[src/rtl/grf_wport_arbiter.sv]
`default_nettype none
// ============================================================================
// grf_wport_arbiter
//   Shares the single GRF write port between the pipeline W stage (s0) and a
//   multi-cycle unit (s1). Default policy: s0 has priority, and s1 is forced
//   through after STARVE_MAX consecutive s0 wins. Defining GRF_ARB_RR_EN
//   selects round-robin instead.
//   Revision: 1.0
// ============================================================================
module grf_wport_arbiter #(
    parameter int DW         = 32,
    parameter int AW         = 5,
    parameter int STARVE_MAX = 4
) (
    input  logic          clk,
    input  logic          clr,
    input  logic          s0_valid,
    output logic          s0_ready,
    input  logic [AW-1:0] s0_rd,
    input  logic [DW-1:0] s0_data,
    input  logic [DW-1:0] s0_pc,
    input  logic          s1_valid,
    output logic          s1_ready,
    input  logic [AW-1:0] s1_rd,
    input  logic [DW-1:0] s1_data,
    input  logic [DW-1:0] s1_pc,
    output logic          grf_regw,
    output logic [AW-1:0] grf_rd,
    output logic [DW-1:0] grf_data,
    output logic [DW-1:0] grf_pc
);

    logic          s0_xfer;
    logic          s1_xfer;
    logic          regw_q, regw_d;
    logic [AW-1:0] rd_q, rd_d;
    logic [DW-1:0] data_q, data_d;
    logic [DW-1:0] pc_q, pc_d;

    assign s0_xfer = s0_valid && s0_ready;
    assign s1_xfer = s1_valid && s1_ready;

`ifdef GRF_ARB_RR_EN
    // last_q = 1 means s1 was granted most recently, so s0 wins the next tie.
    logic last_q;

    always_comb begin
        s0_ready = 1'b0;
        s1_ready = 1'b0;
        if (!clr) begin
            if (s0_valid && s1_valid) begin
                s0_ready = last_q;
                s1_ready = !last_q;
            end else begin
                s0_ready = s0_valid;
                s1_ready = s1_valid;
            end
        end
    end

    always_ff @(posedge clk) begin
        if (clr) begin
            last_q <= 1'b1;
        end else if (s0_xfer) begin
            last_q <= 1'b0;
        end else if (s1_xfer) begin
            last_q <= 1'b1;
        end
    end
`else
    localparam int            CW         = $clog2(STARVE_MAX + 1);
    localparam logic [CW-1:0] STARVE_CNT = CW'(STARVE_MAX);

    typedef enum logic [0:0] {
        PRIO0  = 1'b0,
        FORCE1 = 1'b1
    } state_t;

    state_t        state_q;
    logic [CW-1:0] cnt_q;
    logic [CW-1:0] cnt_inc;

    assign cnt_inc = cnt_q + 1'b1;

    always_comb begin
        s0_ready = 1'b0;
        s1_ready = 1'b0;
        if (!clr) begin
            if (state_q == PRIO0) begin
                s0_ready = s0_valid;
                s1_ready = s1_valid && !s0_valid;
            end else begin
                s1_ready = s1_valid;
            end
        end
    end

    always_ff @(posedge clk) begin
        if (clr) begin
            state_q <= PRIO0;
            cnt_q   <= '0;
        end else begin
            case (state_q)
                PRIO0: begin
                    if (s0_xfer && s1_valid) begin
                        cnt_q <= cnt_inc;
                        if (cnt_inc == STARVE_CNT) begin
                            state_q <= FORCE1;
                        end
                    end else begin
                        cnt_q <= '0;
                    end
                end
                // s1 either transfers here or has dropped valid; both return to PRIO0.
                default: begin
                    state_q <= PRIO0;
                    cnt_q   <= '0;
                end
            endcase
        end
    end
`endif

    always_comb begin
        regw_d = 1'b0;
        rd_d   = rd_q;
        data_d = data_q;
        pc_d   = pc_q;
        if (s0_xfer) begin
            regw_d = (s0_rd != '0);
            rd_d   = s0_rd;
            data_d = s0_data;
            pc_d   = s0_pc;
        end else if (s1_xfer) begin
            regw_d = (s1_rd != '0);
            rd_d   = s1_rd;
            data_d = s1_data;
            pc_d   = s1_pc;
        end
    end

    always_ff @(posedge clk) begin
        if (clr) begin
            regw_q <= 1'b0;
            rd_q   <= '0;
            data_q <= '0;
            pc_q   <= '0;
        end else begin
            regw_q <= regw_d;
            rd_q   <= rd_d;
            data_q <= data_d;
            pc_q   <= pc_d;
        end
    end

    assign grf_regw = regw_q;
    assign grf_rd   = rd_q;
    assign grf_data = data_q;
    assign grf_pc   = pc_q;

endmodule
`default_nettype wire
[config.mk]
export PLATFORM = sky130hd
export DESIGN_NAME = grf_wport_arbiter
export DESIGN_NICKNAME = d
export VERILOG_FILES = /design/src/rtl/grf_wport_arbiter.sv
export SDC_FILE = /design/constraint.sdc
export NUM_CORES = 1
export LEC_CHECK = 0
export CORE_MARGIN = 2
export CORE_UTILIZATION = 38
export DETAILED_ROUTE_END_ITERATION = 10
export PLACE_DENSITY_LB_ADDON = 0.2
export SETUP_SLACK_MARGIN = 0.15
export SYNTH_ARGS = -nofsm -noshare
export SYNTH_HDL_FRONTEND = slang
export SYNTH_SLANG_ARGS = --single-unit
[constraint.sdc]
create_clock -name clk -period 3.34 [get_ports clk]
set_input_delay 0.334 -clock clk [delete_from_list [all_inputs] [get_ports clk]]
set_output_delay 0.334 -clock clk [all_outputs]
set_load 0.03 [all_outputs]
After elaboration in Yosys (flattened, before gate mapping)
Index checks and enable logic that the tools add are counted.
- multiply operators: 0
- muxes and demuxes: 13
- magnitude comparators: 0
- eq/ne operators: 1
- shift operators: 0
- divide/modulo/power cells: 0
- add/sub/neg operators: 1
- bitwise operators: 1
- reduce and logical (&&, ||, !) cells: 9
- operator list (cell ; number):
    $mux W32 ; 4
    $mux W5 ; 2
    $reduce_bool A5 Y1 ; 2
    $mux W1 ; 7
    $logic_and A1 B1 Y1 ; 4
    $add A3 B1 Y3 const B ; 1
    $eq A3 B3 Y1 const B ; 1
    $reduce_or A3 Y1 ; 1
    $reduce_bool A2 Y1 ; 1
    $logic_not A1 Y1 ; 1
    $not A1 Y1 ; 1
- memories: 0
- register bits: 74
- latch bits: 0
- word-level logic and storage cells: 31
- bits of input ports: 142
- bits in read-only memories: 0
- bits in writable memories: 0
- output and inout port bits: 72

Longest topological paths before layout
Gate-level depths: netlist (run 1).
- depth after elaboration: 7
- mapped depth: 5
- gate-level depth less buffers: 4

Worst setup path after synthesis (run 1)
Ideal clock, no wire load.
- path kind: reg2out
- start: register state_q
- end: output port s1_ready
- arrival time: 1160 ps
- slack: 1846 ps
- stages on the path, launching flop included: 5
- path buffers: 1
- required time: 3006 ps
- cell sequence: dfxtp_1 inv_1 a21o_1 buf_2 nor2_1
- cells in the longest elaborated chain, start to end: 2
- RTL lines (element ; line ; RTL):
    start: declaration ; 79 ; state_t state_q;
    start signal: assignment ; 100 ; state_q <= PRIO0;
    start signal: assignment ; 108 ; state_q <= FORCE1;
    start signal: assignment ; 116 ; state_q <= PRIO0;
    $mux W1 ; 89 ; if (state_q == PRIO0) begin
    $mux W1 ; 88 ; if (!clr) begin
    end: declaration ; 23 ; output logic s1_ready,
Every way passes these cells.

Worst setup path in the final report (run 1)
- start: input port clr
- end: output port s1_ready
- cells in the longest elaborated chain, start to end: 1
- RTL lines (element ; line ; RTL):
    start: declaration ; 16 ; input logic clr,
    $mux W1 ; 88 ;
Every way passes these cells.

==> results.cfg, run 1 <==
[run_status]
status = finished clean

[sta]
period_needed_ns = 2.15
finalHoldWorstSlack_ns = 0.375
fin_ws_ns = 1.19
final_hold_viol_count = 0
setup_viol = 0
worst_slew_pin_slew_ns = 1.07
fmax_ghz = 0.464
tns_ns = 0
relSlewSlack = 0.284
fin_crit_sh = 0.645
slew_viol_final = 0
fin_skew_ns = 0.0100
rsz0062_at_grt = no

[clocking]
cts.sinks = 74
cts_buffers = 9
holdBufCountCts = 0
ctsResizeCount = 0
clockBufferDepth = 2
clk_latency_ns = 0.34
path_clk_slew_ns = 0.07
cts_tree = yes
h-tree-depth = 3
post_cts_buffers = 0
cts_root_buf = clkbuf_8

[place]
place_hpwl_microns = 6740
placed_area_sq_um = 5190
place_congestion = 0.698
dp_slack_ns = 1.19
dp_cells = 617
io_buffer_count = 213

[pwr]
swShare = 0.280
total_power_mw = 2.16
combPwrFrac = 0.264
p_int_mw = 1.56
leakagePower_nw = 2.19
netSwitchingPower_uw = 605
p_seq_frac = 0.451
vdd_drop_max_mv = 0.288
p_clk_frac = 0.285
power_per_cell_area_nw_per_um2 = 403

[yosys]
yosys.cell_types.count = 19
ys.flop_type = dfxtp_1
syn_inst = 322
yosys_register_bits = 74
synth_top_area_frac = 0.482
synth_most_common_cell = dfxtp_1
synth_common_cells = 74 x dfxtp_1, 70 x nand2_1, 69 x mux2i_1
yosys.area.top_type = dfxtp_1
async_flop_share = 0
ys.warnings.count = 0
syn_nets = 466
postSynthAreaPerCell_sq_um = 9.54
synthTopCellsByArea = dfxtp_1 48%, mux2i_1 22%, o21ai_0 10%, nand2_1 8.6%, buf_6 2.6%
synth_edf_count = 0
syn-cell-area_sq_um = 3070
yosysSeqAreaShare = 0.482

[drt]
drtIter0Drc = 91
post-route-drc-count = 0
via_per_inst = 4.80
num_vias = 3032
wl_per_cell_microns = 15.0
wl_microns = 9490
drtPass1Iterations = 4
ant_nets = 0

[global_route]
overflow = 0
track_usage = 0.210
grt_pass1_vias = 2944
gr-usage-met1 = 0.244
grt_pass1_wl_microns = 14500
grt_max_degree = 74
antenna_found_initial = 0
busiest_layer = met2
use_met2 = 0.345
grtUsageMet3 = 0.0875

[critical_path]
max_stage_delay_ns = 0.70
critPathKind = input port to primary output
critical-path-slowest-cell = clkdlybuf4s50_1
cp.required_ns = 3.01
worstPathArrival_ns = 1.82
cpMostUsedCell = clkdlybuf4s50_1
cp_max_fo = 2
cp_cell_sequence = clkdlybuf4s50_1 > a21o_2 > nor2_1 > clkdlybuf4s50_1
endpoint_kind = primary output
start_kind = input port

[die]
initial_core_util = 0.395
die_width_microns = 93.9
fp.dieH_microns = 93.9
ios = 214
die-area_sq_um = 8820
num_rows = 32
coreArea_sq_um = 7770

[finish]
drive_gt1_frac = 0.0377
final_nets = 670
antenna_cells = 0
fin_util = 0.690
stdcell_area_sq_um = 5360
syn2layout_area_growth_pct = 74.4
fill_cells = 632
fin_cells = 632

[min_path]
worst_hold_path_type = input port to flop

[run]
maxCapViolations = 0
-- worst max-delay path: cells and delay by family --
kind	cells	cell delay (ns)
simple gates	1	0.09
buf+inv	2	1.17
compound gates	1	0.23
-- path summary, 6_finish.rpt --
| path | from | end | slack (ns) | depth (start not counted) |
|---|---|---|---|---|
| setup / recovery | clr | s1_ready | 1.19 | 4 |
| setup reg to reg | state_q | state_q | 1.73 | 4 |
| hold reg to reg | cnt_q[0] | cnt_q[0] | 0.46 | 1 |
| hold / removal | s1_valid | grf_regw | 0.37 | 3 |
-- layout make-up --
type                            count  area [sq um]  share of cell area
Tap cell                          102           128              0.0238
Clock buffer                       12           155              0.0290
Timing Repair Buffer              216          2150               0.402
Sequential cell                    74          1480               0.277
Clock inverter                      3          15.0             0.00280
Inverter                            2          7.51             0.00140
Multi-Input combinational cell    223          1420               0.265
-- power groups by stage --
stage / sequential (mW) / combinational [mW] / clock, mW
final: 0.975 / 0.569 / 0.616
after global routing: 0.982 / 0.605 / 0.676
after CTS: 0.975 / 0.574 / 0.636
after detailed placement: 0.995 / 0.572 / 0
after global placement: 0.992 / 0.565 / 0
after floorplan: 1.12 / 0.139 / 0
-- layout by cell type, fill, tap and decap left out --
cell / instances
a21o_2: 1
and2_1: 1
and3_1: 2
buf_4: 4
clkbuf_1: 1
clkbuf_8: 11
clkdlybuf4s50_1: 212
clkinv_2: 3
dfxtp_1: 74
ha_1: 2
inv_1: 2
mux2i_1: 69
nand2_1: 70
nor2_1: 3
nor3b_4: 1
o21ai_0: 64
o21ai_1: 6
o31ai_1: 1
or4_1: 2
xor2_1: 1
-- per-layer routing --
layer / vias up / routed length [microns]
li1: 1511 / -
met1: 1378 / 3810
met2: 135 / 4490
met3: 8 / 1080
met4: 0 / 109
met5: - / 0
-- registers in the layout (all words and copies together), names as in the netlist --
register  cells
grf_pc       32
grf_data     32
cnt_q         3
state_q       1
grf_rd        5
grf_regw      1
-- kinds of logic after synthesis --
logic type	synth area share
simple gates	0.104
flops	0.482
compound gates	0.119
mux	0.225
buf+inv	0.0583
fa+ha+maj	0.00815
xor+xnor	0.00285
No activity file was read; power rests on OpenSTA's default activity.
==> inputs of run 2 (changes only) <==
CORE_UTILIZATION = 32   (was 38)
clock period = 1.91 ns   (was 3.34 ns; I/O delays follow)
==> results.cfg, run 2 (same netlist as run 1, synthesis figures left out) <==
[die]
ios = 214
die_width_microns = 102
coreArea_sq_um = 9280
fp.dieH_microns = 102
num_rows = 35
die-area_sq_um = 10400
initial_core_util = 0.331

[drt]
wl_per_cell_microns = 14.2
num_vias = 3043
drtIter0Drc = 26
via_per_inst = 4.58
ant_nets = 0
wl_microns = 9470
post-route-drc-count = 0
drtPass1Iterations = 4

[critical_path]
crit_buf_inv = 3
endpoint_kind = primary output
rr_worst_depth = 5
rr_startpoint = state_q
critPathTopFamily = buffers and inverters
worstPathArrival_ns = 1.45
r2r_setup_slack_ns = 0.67
critPathKind = input port to primary output
rr_endpoint = grf_data[5]
start_kind = input port
max_stage_delay_ns = 0.48
cp.required_ns = 1.72
cp_max_fo = 35
critical-path-slowest-cell = clkdlybuf4s50_1
cp_cell_sequence = clkdlybuf4s50_1 > nor3b_4 > buf_12 > buf_4

[clocking]
post_cts_buffers = 0
clk_latency_ns = 0.34
ctsResizeCount = 0
h-tree-depth = 3
cts_root_buf = clkbuf_8
holdBufCountCts = 0
path_clk_slew_ns = 0.07
cts.sinks = 74
cts_tree = yes
clockBufferDepth = 2
cts_buffers = 9

[sta]
rsz0062_at_grt = no
fin_crit_sh = 0.859
relSlewSlack = 0.766
period_needed_ns = 1.64
fin_skew_ns = 0.00483
setup_viol = 0
fmax_ghz = 0.610
tns_ns = 0
final_hold_viol_count = 0
slew_viol_final = 0
worst_slew_pin_slew_ns = 0.350
finalHoldWorstSlack_ns = 0.259

[global_route]
grt_pass1_vias = 2999
antenna_found_initial = 0
track_usage = 0.173
overflow = 0
grt_max_degree = 52
grt_pass1_wl_microns = 14100

[min_path]
hold_depth = 3
hold_end = grf_regw
worst_hold_path_type = input port to flop
min_from = s1_valid

[place]
io_buffer_count = 213
place_congestion = 0.693
place_hpwl_microns = 7050

[run]
maxCapViolations = 0

[finish]
final_nets = 676
antenna_cells = 0
final_cell_mix = 210 x clkdlybuf4s50_1, 74 x dfxtp_1, 70 x nand2_1
final_common_cell = clkdlybuf4s50_1
fin_util = 0.597
drive_gt1_frac = 0.0522
syn2layout_area_growth_pct = 80.5

[pwr]
leakagePower_nw = 2.26
total_power_mw = 4.02
vdd_drop_max_mv = 0.326
power_per_cell_area_nw_per_um2 = 725

[run_status]
status = finished clean
## run 2: cell type report
class	instances	area [sq um]
Clock buffer	10	128
Sequential cell	74	1480
Inverter	2	7.51
Fill cell	871	3740
Multi-Input combinational cell	223	1420
Timing Repair Buffer	222	2270
Tap cell	129	161
Clock inverter	5	80.1
## run 2: report_power, final
| group | internal (mW) | switching, mW |
|---|---|---|
| clock | 0.727 | 0.572 |
| combinational | 0.559 | 0.458 |
| sequential | 1.65 | 0.0531 |
| total | 2.94 | 1.08 |
## run 2: worst max-delay path by stage
| stage | from | to | slack [ns] | cells past startpoint |
|---|---|---|---|---|
| 2_1_floorplan | state_q | s1_ready | 0.56 | 4 |
| 3_3_place_gp | clr | s0_ready | 0.27 | 4 |
| 3_5_place_dp | clr | grf_data[5] | 0.26 | 6 |
| 4_1_cts | clr | s0_ready | 0.25 | 4 |
| 5_1_grt | clr | s0_ready | 0.22 | 4 |
| 6_report | clr | s0_ready | 0.27 | 4 |
## run 2: worst min-delay path, delay by kind of cell
| family | cells | cell delay, ns |
|---|---|---|
| buffers and inverters | 2 | 0.28 |
| AO/OA/AOI/OAI | 1 | 0.07 |
## run 2: through the flow
step / cell area [sq um] / setup slack, ns / std cells
after CTS: 5540 / 0.247 / 665
after global placement: 5340 / 0.273 / 650
after floorplan: 3070 / 0.559 / 322
final: 5540 / 0.270 / 665
after global routing: 5540 / 0.220 / 665
after detailed placement: 5340 / 0.257 / 650
## run 2: routing by layer
metal  track usage  up-vias  part of all wire  wire (microns)
li1              -     1524                 -               -
met2         0.299      143              0.47            4470
met3        0.0862        7              0.12            1120
met4        0.0492        0            0.0082              78
met5             0        -                 0               0
met1         0.189     1369              0.40            3810
